$ cat src/rtl/proj_pkg.sv
// Shared nucleotide encodings and k-mer types for the k-mer streaming front end.
// Complementing a 2-bit base is a bitwise NOT (A<->T, C<->G).
package proj_pkg;

   localparam int PKG_DATA_BITS = 2;
   localparam int PKG_KMER_LEN  = 16;

   typedef logic [PKG_DATA_BITS-1:0]                    base_t;
   typedef logic [PKG_KMER_LEN-1:0][PKG_DATA_BITS-1:0]  kmer_t;

   localparam base_t BASE_A = 2'd0;
   localparam base_t BASE_C = 2'd1;
   localparam base_t BASE_G = 2'd2;
   localparam base_t BASE_T = 2'd3;

   function automatic base_t comp_base(input base_t b);
      return ~b;
   endfunction

endpackage

$ cat src/rtl/proj_kmer_canon_sel.sv
// Canonical k-mer selection: picks the numerically smaller of forward and
// reverse-complement windows; ties keep the forward strand.
module proj_kmer_canon_sel #(
   parameter int DATA_BITS = 2,
   parameter int KMER_LEN  = 16,
   parameter int CANONICAL = 1
) (
   input  logic [KMER_LEN-1:0][DATA_BITS-1:0] i_fwd,
   input  logic [KMER_LEN-1:0][DATA_BITS-1:0] i_rc,
   output logic [KMER_LEN-1:0][DATA_BITS-1:0] o_kmer,
   output logic                               o_is_rc
);

   logic w_use_rc;

   always_comb begin
      w_use_rc = (CANONICAL != 0) && (i_rc < i_fwd);
      o_kmer   = w_use_rc ? i_rc : i_fwd;
      o_is_rc  = w_use_rc;
   end

endmodule

$ cat src/rtl/proj_kmer_stream.sv
// Streaming k-mer extractor: slides forward and reverse-complement windows over
// accepted bases and emits one (optionally canonical) k-mer per full window.
module proj_kmer_stream
   import proj_pkg::*;
#(
   parameter int DATA_BITS = 2,
   parameter int KMER_LEN  = 16,
   parameter int CANONICAL = 1,
   parameter int POS_W     = 32
) (
   input  logic                               clk,
   input  logic                               rst,
   input  logic                               start_over,
   input  logic                               in_valid,
   output logic                               in_ready,
   input  logic [DATA_BITS-1:0]               in_data,
   input  logic                               in_n,
   input  logic                               in_last,
   output logic                               out_valid,
   input  logic                               out_ready,
   output logic [KMER_LEN-1:0][DATA_BITS-1:0] out_kmer,
   output logic                               out_is_rc,
   output logic [POS_W-1:0]                   out_pos,
   output logic                               out_last,
   output logic                               short_seq
);

   localparam int                CNT_W    = $clog2(KMER_LEN + 1);
   localparam logic [CNT_W-1:0]  CNT_FULL = CNT_W'(KMER_LEN);
   localparam logic [POS_W-1:0]  POS_BACK = POS_W'(KMER_LEN - 1);

   logic [KMER_LEN-1:0][DATA_BITS-1:0] r_fwd, r_rc;
   logic [CNT_W-1:0]                   r_cnt;
   logic [POS_W-1:0]                   r_pos;
   logic                               r_seen;
   logic                               r_out_valid;
   logic [KMER_LEN-1:0][DATA_BITS-1:0] r_out_kmer;
   logic                               r_out_is_rc;
   logic [POS_W-1:0]                   r_out_pos;
   logic                               r_out_last;
   logic                               r_short;

   logic                               w_in_ready;
   logic                               w_accept;
   logic                               w_emit;
   logic [CNT_W-1:0]                   w_cnt_nxt;
   logic [KMER_LEN-1:0][DATA_BITS-1:0] w_fwd_nxt, w_rc_nxt, w_sel_kmer;
   logic                               w_sel_is_rc;

   always_comb begin
      w_in_ready = ~start_over & (~r_out_valid | out_ready);
      w_accept   = in_valid & w_in_ready;
      w_fwd_nxt  = {r_fwd[KMER_LEN-2:0], in_data};
      w_rc_nxt   = {~in_data, r_rc[KMER_LEN-1:1]};
      // An ambiguous base breaks the run; a full window stays full while bases keep coming.
      if (in_n)
         w_cnt_nxt = '0;
      else if (r_cnt == CNT_FULL)
         w_cnt_nxt = CNT_FULL;
      else
         w_cnt_nxt = r_cnt + CNT_W'(1);
      w_emit = w_accept & (w_cnt_nxt == CNT_FULL);
   end

   proj_kmer_canon_sel #(
      .DATA_BITS (DATA_BITS),
      .KMER_LEN  (KMER_LEN),
      .CANONICAL (CANONICAL)
   ) u_canon_sel (
      .i_fwd   (w_fwd_nxt),
      .i_rc    (w_rc_nxt),
      .o_kmer  (w_sel_kmer),
      .o_is_rc (w_sel_is_rc)
   );

   always_ff @(posedge clk or posedge rst) begin
      if (rst) begin
         r_fwd       <= '0;
         r_rc        <= '0;
         r_cnt       <= '0;
         r_pos       <= '0;
         r_seen      <= 1'b0;
         r_out_valid <= 1'b0;
         r_out_kmer  <= '0;
         r_out_is_rc <= 1'b0;
         r_out_pos   <= '0;
         r_out_last  <= 1'b0;
         r_short     <= 1'b0;
      end else if (start_over) begin
         r_fwd       <= '0;
         r_rc        <= '0;
         r_cnt       <= '0;
         r_pos       <= '0;
         r_seen      <= 1'b0;
         r_out_valid <= 1'b0;
         r_short     <= 1'b0;
      end else begin
         r_short <= 1'b0;
         if (w_accept) begin
            r_fwd <= w_fwd_nxt;
            r_rc  <= w_rc_nxt;
            if (in_last) begin
               r_cnt   <= '0;
               r_pos   <= '0;
               r_seen  <= 1'b0;
               r_short <= ~(r_seen | w_emit);
            end else begin
               r_cnt  <= w_cnt_nxt;
               r_pos  <= r_pos + POS_W'(1);
               r_seen <= r_seen | w_emit;
            end
         end
         // Output holds until taken; a same-cycle emit replaces it for full throughput.
         if (w_emit) begin
            r_out_valid <= 1'b1;
            r_out_kmer  <= w_sel_kmer;
            r_out_is_rc <= w_sel_is_rc;
            r_out_pos   <= r_pos - POS_BACK;
            r_out_last  <= in_last;
         end else if (out_ready) begin
            r_out_valid <= 1'b0;
         end
      end
   end

   assign in_ready  = w_in_ready;
   assign out_valid = r_out_valid;
   assign out_kmer  = r_out_kmer;
   assign out_is_rc = r_out_is_rc;
   assign out_pos   = r_out_pos;
   assign out_last  = r_out_last;
   assign short_seq = r_short;

endmodule

$ cat config.mk
export PLATFORM = sky130hd
export DESIGN_NAME = proj_kmer_stream
export DESIGN_NICKNAME = d
export VERILOG_FILES = /design/src/rtl/proj_pkg.sv /design/src/rtl/proj_kmer_canon_sel.sv /design/src/rtl/proj_kmer_stream.sv
export SDC_FILE = /design/constraint.sdc
export NUM_CORES = 1
export LEC_CHECK = 0
export CORE_MARGIN = 3
export CORE_UTILIZATION = 58
export CTS_BUF_LIST = sky130_fd_sc_hd__clkbuf_16
export DETAILED_ROUTE_END_ITERATION = 6
export GPL_TIMING_DRIVEN = 0
export PLACE_DENSITY = 0.91
export SYNTH_ARGS = -nofsm -noshare
export SYNTH_HDL_FRONTEND = slang
export SYNTH_HIERARCHICAL = 1
export SYNTH_SLANG_ARGS = --single-unit
$ cat constraint.sdc
create_clock -name clk -period 6.9 [get_ports clk]
set_input_delay 1.725 -clock clk [delete_from_list [all_inputs] [get_ports clk]]
set_output_delay 1.725 -clock clk [all_outputs]
set_load 0.02 [all_outputs]
==> flow_metrics.env, run 1 <==
export IMPL_status="completed"
export IMPL_criticalPathCategory="primary input to output pin"
export IMPL_cts_max_level=4
export IMPL_drv_slew=0
export IMPL_ys_ff_latch=166
export IMPL_avgSynthCellArea_sq_um=9.60
export IMPL_die_x_um=129
export IMPL_finalClockSkew_ns=0.0103
export IMPL_place_ws_ns=1.98
export IMPL_grt_max_degree=134
export IMPL_detail_route_first_pass_iterations=5
export IMPL_cts_sinks=166
export IMPL_finalCritPeriodShare_pct=70.3
export IMPL_fill_cells=1035
export IMPL_avgRoutedWirePerCell_um=17.9
export IMPL_fmax_mhz=206
export IMPL_drv_cap=0
export IMPL_final_common_cell="dfrtp_1"
export IMPL_hp_start="r_seen"
export IMPL_finalHoldViolations=0
export IMPL_grt_pass1_vias=7082
export IMPL_dp_hpwl_um=14800
export IMPL_grt_first_pass_wirelength_um=35500
export IMPL_vias_per_cell=6.08
export IMPL_ys_types=57
export IMPL_clockBufferDepth=2
export IMPL_drive_gt1_share_pct=10.1
export IMPL_ir_drop_mv=0.196
export IMPL_utilization_pct=70.5
export IMPL_cts_resized=0
export IMPL_rows=44
export IMPL_track_usage_pct=26.8
export IMPL_netlist_instances=912
export IMPL_num_vias=7321
export IMPL_relSlewSlack_pct=36.1
export IMPL_rsz0062_at_grt="false"
export IMPL_syn_nets=955
export IMPL_r2r_end="out_kmer[10]"
export IMPL_worstPathRequired_ns=5.18
export IMPL_gp_congestion=0.928
export IMPL_core_sq_mm=0.0146
export IMPL_grt_remaining_overflow=0
export IMPL_finalSetupTns_ns=0
export IMPL_start_util_pct=59.8
export IMPL_drt_initial_drc_count=890
export IMPL_wl_um=21500
export IMPL_numCtsBuffers=17
export IMPL_die_y_um=129
export IMPL_clock_latency_ns=0.43
export IMPL_drcViolationCount=0
export IMPL_final_antenna_net_count=0
export IMPL_worstMarginPinSlew_ns=0.956
export IMPL_cts_root_buf="clkbuf_16"
export IMPL_cellLeakagePower_uw=0.00501
export IMPL_arrival_ns=3.13
export IMPL_r2r_start="r_fwd[0]"
export IMPL_hold_path_class="flip-flop to flip-flop"
export IMPL_antenna_cells=0
export IMPL_area_growth_pct=17.8
export IMPL_synth_cell_area_sq_mm=0.00876
export IMPL_setup_violations=0
export IMPL_cts_post_setup_buffers_inserted=0
export IMPL_rrSetupSlack_ns=3.63
export IMPL_worstSetupStartpointType="primary input"
export IMPL_antenna_found_initial=0
export IMPL_synth_seq_area_share_pct=47.4
export IMPL_dieArea_sq_mm=0.0166
export IMPL_layout_common_cells="dfrtp_1, nand2_1, nand3_1, clkdlybuf4s50_1, nor2_1"
export IMPL_yosysWarnings=6
export IMPL_boundaryPins=78
export IMPL_nets=1052
export IMPL_whs_endpoint="short_seq"
export IMPL_period_minus_slack_ns=4.85
export IMPL_clkTransAtPathRegs_ns=0.06
export IMPL_reg2reg_depth=10
export IMPL_power_density_mw_per_mm2=196
export IMPL_hold_ws_ns=0.455
export IMPL_crit_fanout=5
export IMPL_cts_hold_buffers=0
export IMPL_end_kind="output pin"
export IMPL_io_buffers=77
export IMPL_fin_ws_ns=2.05
export IMPL_hold_path_cell_count=1
export IMPL_tritoncts="done"
synth_stat cells, drive strengths merged:
library cell,n,area (sq um)
a211o,3,26.3
a211oi,2,32.5
a21o,5,37.5
a21oi,45,229
a221o,2,20.0
a221oi,1,8.76
a22o,2,17.5
a31oi,9,56.3
and2,3,18.8
and3,5,31.3
and4,8,71.3
buf,30,166
clkbuf,33,124
dfrtp,166,4150
ha,34,425
inv,44,165
mux2,69,777
nand2,145,544
nand2b,2,12.5
nand3,81,405
nand4,19,140
nand4b,2,23.8
nor2,62,233
nor2b,1,6.26
nor3,18,95.1
nor3b,1,7.51
nor4,19,176
nor4b,2,17.5
nor4bb,1,10.0
o211a,1,10.0
o211ai,1,7.51
o21a,2,15.0
o21ai,32,160
o221ai,2,17.5
o22a,1,8.76
o31ai,3,22.5
o32ai,2,17.5
o41ai,2,17.5
or3,5,31.3
or4,5,50.1
xnor2,34,298
xor2,8,70.1
layout make-up:
class | instances | area (sq um) | area share [%]
Sequential cell | 166 | 4150 | 40.3
Multi-Input combinational cell | 639 | 4150 | 40.2
Timing Repair Buffer | 78 | 798 | 7.74
Clock buffer | 17 | 425 | 4.12
Buffer | 63 | 290 | 2.81
Tap cell | 184 | 230 | 2.23
Inverter | 44 | 173 | 1.67
Clock inverter | 14 | 98.8 | 0.958
registers in the layout, summed over array words and instances, names as in the netlist:
| register | count |
|---|---|
| out_kmer | 32 |
| r_seen | 1 |
| out_is_rc | 1 |
| out_valid | 1 |
| r_fwd | 30 |
| r_rc | 30 |
| out_last | 1 |
| r_pos | 32 |
| out_pos | 32 |
| short_seq | 1 |
| r_cnt | 5 |
worst max-delay path: stages:
cell and delay [ns]:
clkdlybuf4s50_1 0.41, nor2b_1 0.36, nor2_1 0.08, clkdlybuf4s50_1 0.55
metrics by stage:
stage | total power (uW) | instance area, sq um | cells
detailed placement | 1170 | 9790 | 1174
finish | 2020 | 10300 | 1205
global placement | 1170 | 9760 | 1173
floorplan | 1110 | 8760 | 912
global route | 2090 | 10300 | 1205
CTS | 2030 | 10300 | 1205
metal layers:
layer | global-route usage [%] | wire, um | vias to the layer above
met5 | 0 | 0 | -
met4 | 11.2 | 735 | 0
met3 | 5.69 | 1500 | 67
met2 | 42.7 | 10400 | 329
met1 | 35.9 | 8940 | 3577
li1 | - | - | 3348
worst max-delay path by stage:
| stage | from | to | slack [ns] | cells past startpoint |
|---|---|---|---|---|
| floorplan | rst | out_is_rc | 0.68 | 1 |
| global placement | rst | r_rc[19] | -1.51 | 2 |
| detailed placement | in_data[1] | out_kmer[6] | 1.98 | 11 |
| CTS | out_ready | in_ready | 2.06 | 4 |
| global route | out_ready | in_ready | 1.98 | 4 |
| finish | out_ready | in_ready | 2.05 | 4 |
logic make-up (layout without fill, tap and decap cells):
family                   after synthesis  in the layout  share of synthesized area [%]
XOR/XNOR                              42             42                           4.20
flip-flops                           166            166                           47.4
buffers and inverters                107            216                           5.20
multiplexers                          69             69                           8.87
adder cells (fa/ha/maj)               34             34                           4.86
AND/OR/NAND/NOR                      379            379                           21.4
AO/OA/AOI/OAI                        115            115                           8.04
power by group:
group	internal [uW]	leakage [uW]	switching [uW]
registers	987	0.00230	11.0
clock network	484	0.000274	378
logic	57.7	0.00244	103
total	1530	0.00501	492
Note: power is estimated with default switching activity, not from simulation.
==> run 2, diff against run 1 <==
- CORE_UTILIZATION: 58 -> 53
- PLACE_DENSITY: 0.91 -> 0.88
- clock period: 6.9 -> 4.44 ns (I/O delays scaled with it)
==> run 2 against run 1 <==
Via count is 0.75% higher. Die area rose by 9.0%. Combinational power grew 61%. Total power rose by 65%. Clock power up 76%. Clock skew decreased by 0.00098 ns. Sequential share of layout area is 0.74 points lower. Core utilization is 4.8 points lower. Cell area grew 1.9%. First-iteration DRC count shrank 24%. Worst hold slack worse by 0.0074 ns. Register-to-register slack got worse by 2.5 ns. Critical endpoint is now out_kmer[5]. Largest power group unchanged. Highest routed layer unchanged.
==> flow_metrics.env, run 2 (synthesis results as in run 1) <==
export IMPL_cts_max_level=4
export IMPL_rsz0062_at_grt="false"
export IMPL_clock_latency_ns=0.43
export IMPL_criticalPathCategory="primary input to flip-flop"
export IMPL_num_vias=7376
export IMPL_detail_route_first_pass_iterations=5
export IMPL_area_growth_pct=20.0
export IMPL_crit_fanout=10
export IMPL_cts_hold_buffers=0
export IMPL_arrival_ns=4.27
export IMPL_finalHoldViolations=0
export IMPL_start_util_pct=54.7
export IMPL_vias_per_cell=5.94
export IMPL_cts_resized=0
export IMPL_grt_pass1_vias=7294
export IMPL_drive_gt1_share_pct=10.9
export IMPL_clkTransAtPathRegs_ns=0.06
export IMPL_cts_root_buf="clkbuf_16"
export IMPL_cellLeakagePower_uw=0.00506
export IMPL_relSlewSlack_pct=39.6
export IMPL_fin_ws_ns=0.480
export IMPL_worstMarginPinSlew_ns=0.904
export IMPL_grt_max_degree=38
export IMPL_tritoncts="done"
export IMPL_hold_path_class="flip-flop to flip-flop"
export IMPL_drv_slew=0
export IMPL_drv_cap=0
export IMPL_die_y_um=135
export IMPL_finalSetupTns_ns=0
export IMPL_rows=46
export IMPL_io_buffers=77
export IMPL_clockBufferDepth=2
export IMPL_antenna_cells=0
export IMPL_finalCritPeriodShare_pct=89.2
export IMPL_fill_cells=1247
export IMPL_layout_cells_non_filler=1242
export IMPL_final_antenna_net_count=0
export IMPL_layout_common_cells="dfrtp_1, nand2_1, nand3_1, clkdlybuf4s50_1, nor2_1"
export IMPL_finalClockSkew_ns=0.00933
export IMPL_end_kind="flip-flop"
export IMPL_cts_sinks=166
export IMPL_drcViolationCount=0
export IMPL_dieArea_sq_mm=0.0181
export IMPL_worstSetupStartpointType="primary input"
export IMPL_worstPathRequired_ns=4.75
export IMPL_drt_initial_drc_count=679
export IMPL_track_usage_pct=25.2
export IMPL_power_density_mw_per_mm2=317
export IMPL_numCtsBuffers=17
export IMPL_nets=1056
export IMPL_status="completed"
export IMPL_ir_drop_mv=0.289
export IMPL_dp_hpwl_um=15100
export IMPL_place_ws_ns=0.164
export IMPL_avgRoutedWirePerCell_um=17.6
export IMPL_antenna_found_initial=0
export IMPL_core_sq_mm=0.0160
export IMPL_utilization_pct=65.7
export IMPL_power_uw=3330
export IMPL_boundaryPins=78
export IMPL_fmax_mhz=253
export IMPL_die_x_um=135
export IMPL_dp_cells=1210
export IMPL_wl_um=21800
export IMPL_gp_congestion=0.868
export IMPL_grt_remaining_overflow=0
export IMPL_period_minus_slack_ns=3.96
export IMPL_cts_post_setup_buffers_inserted=0
export IMPL_final_common_cell="dfrtp_1"
export IMPL_setup_violations=0
export IMPL_grt_first_pass_wirelength_um=36500
## run 2: power by group
part / switching [uW] / internal [uW] / total, uW
clock: 634 / 888 / 1520
sequential: 17.9 / 1530 / 1550
combinational: 163 / 96.5 / 259
## run 2: area by class of cell
type                       instances  area (sq um)  share of cell area [%]
buffer                            63           290                    2.76
clock buffer                      17           425                    4.05
clock inverter                    15           175                    1.67
inverter                          44           169                    1.61
multi-input combinational        639          4150                    39.5
sequential                       166          4150                    39.5
tap                              216           270                    2.57
timing repair buffer              82           878                    8.36
## run 2: metal layers
metal,GRT usage [%],wire (um),vias up
met3,5.03,1630,62
met5,0,0,-
met2,40.8,10500,355
met1,33.0,9040,3589
li1,-,-,3370
met4,11.2,639,0
## run 2: critical path, stage by stage
cell and delay (ns):
clkdlybuf4s50_1 0.54, inv_1 0.06, ha_1 0.20, a211o_1 0.27
a31oi_1 0.18, o221ai_1 0.20, a211o_1 0.37, a211oi_4 0.43
buf_6 0.23, mux2_2 0.37, mux2_1 0.30
## run 2: stage by stage
stage          hold WS (ns)  area, sq um
6_report              0.448        10500
5_1_grt               0.476        10500
4_1_cts               0.448        10500
3_5_place_dp          0.436         9910
3_3_place_gp          0.434         9800
2_1_floorplan         0.412         8760
## run 2: path summary, 6_finish.rpt
path / start / endpoint / slack [ns] / depth (start not counted)
max: in_data[1] / out_kmer[5] / 0.48 / 11
min: r_seen / short_seq / 0.45 / 1
max reg2reg: r_fwd[0] / out_kmer[5] / 1.17 / 10
min reg2reg: r_seen / short_seq / 0.45 / 1
max in group asynchronous: rst / out_pos[14] / 2.17 / 6
min in group asynchronous: rst / out_kmer[28] / 1.09 / 2
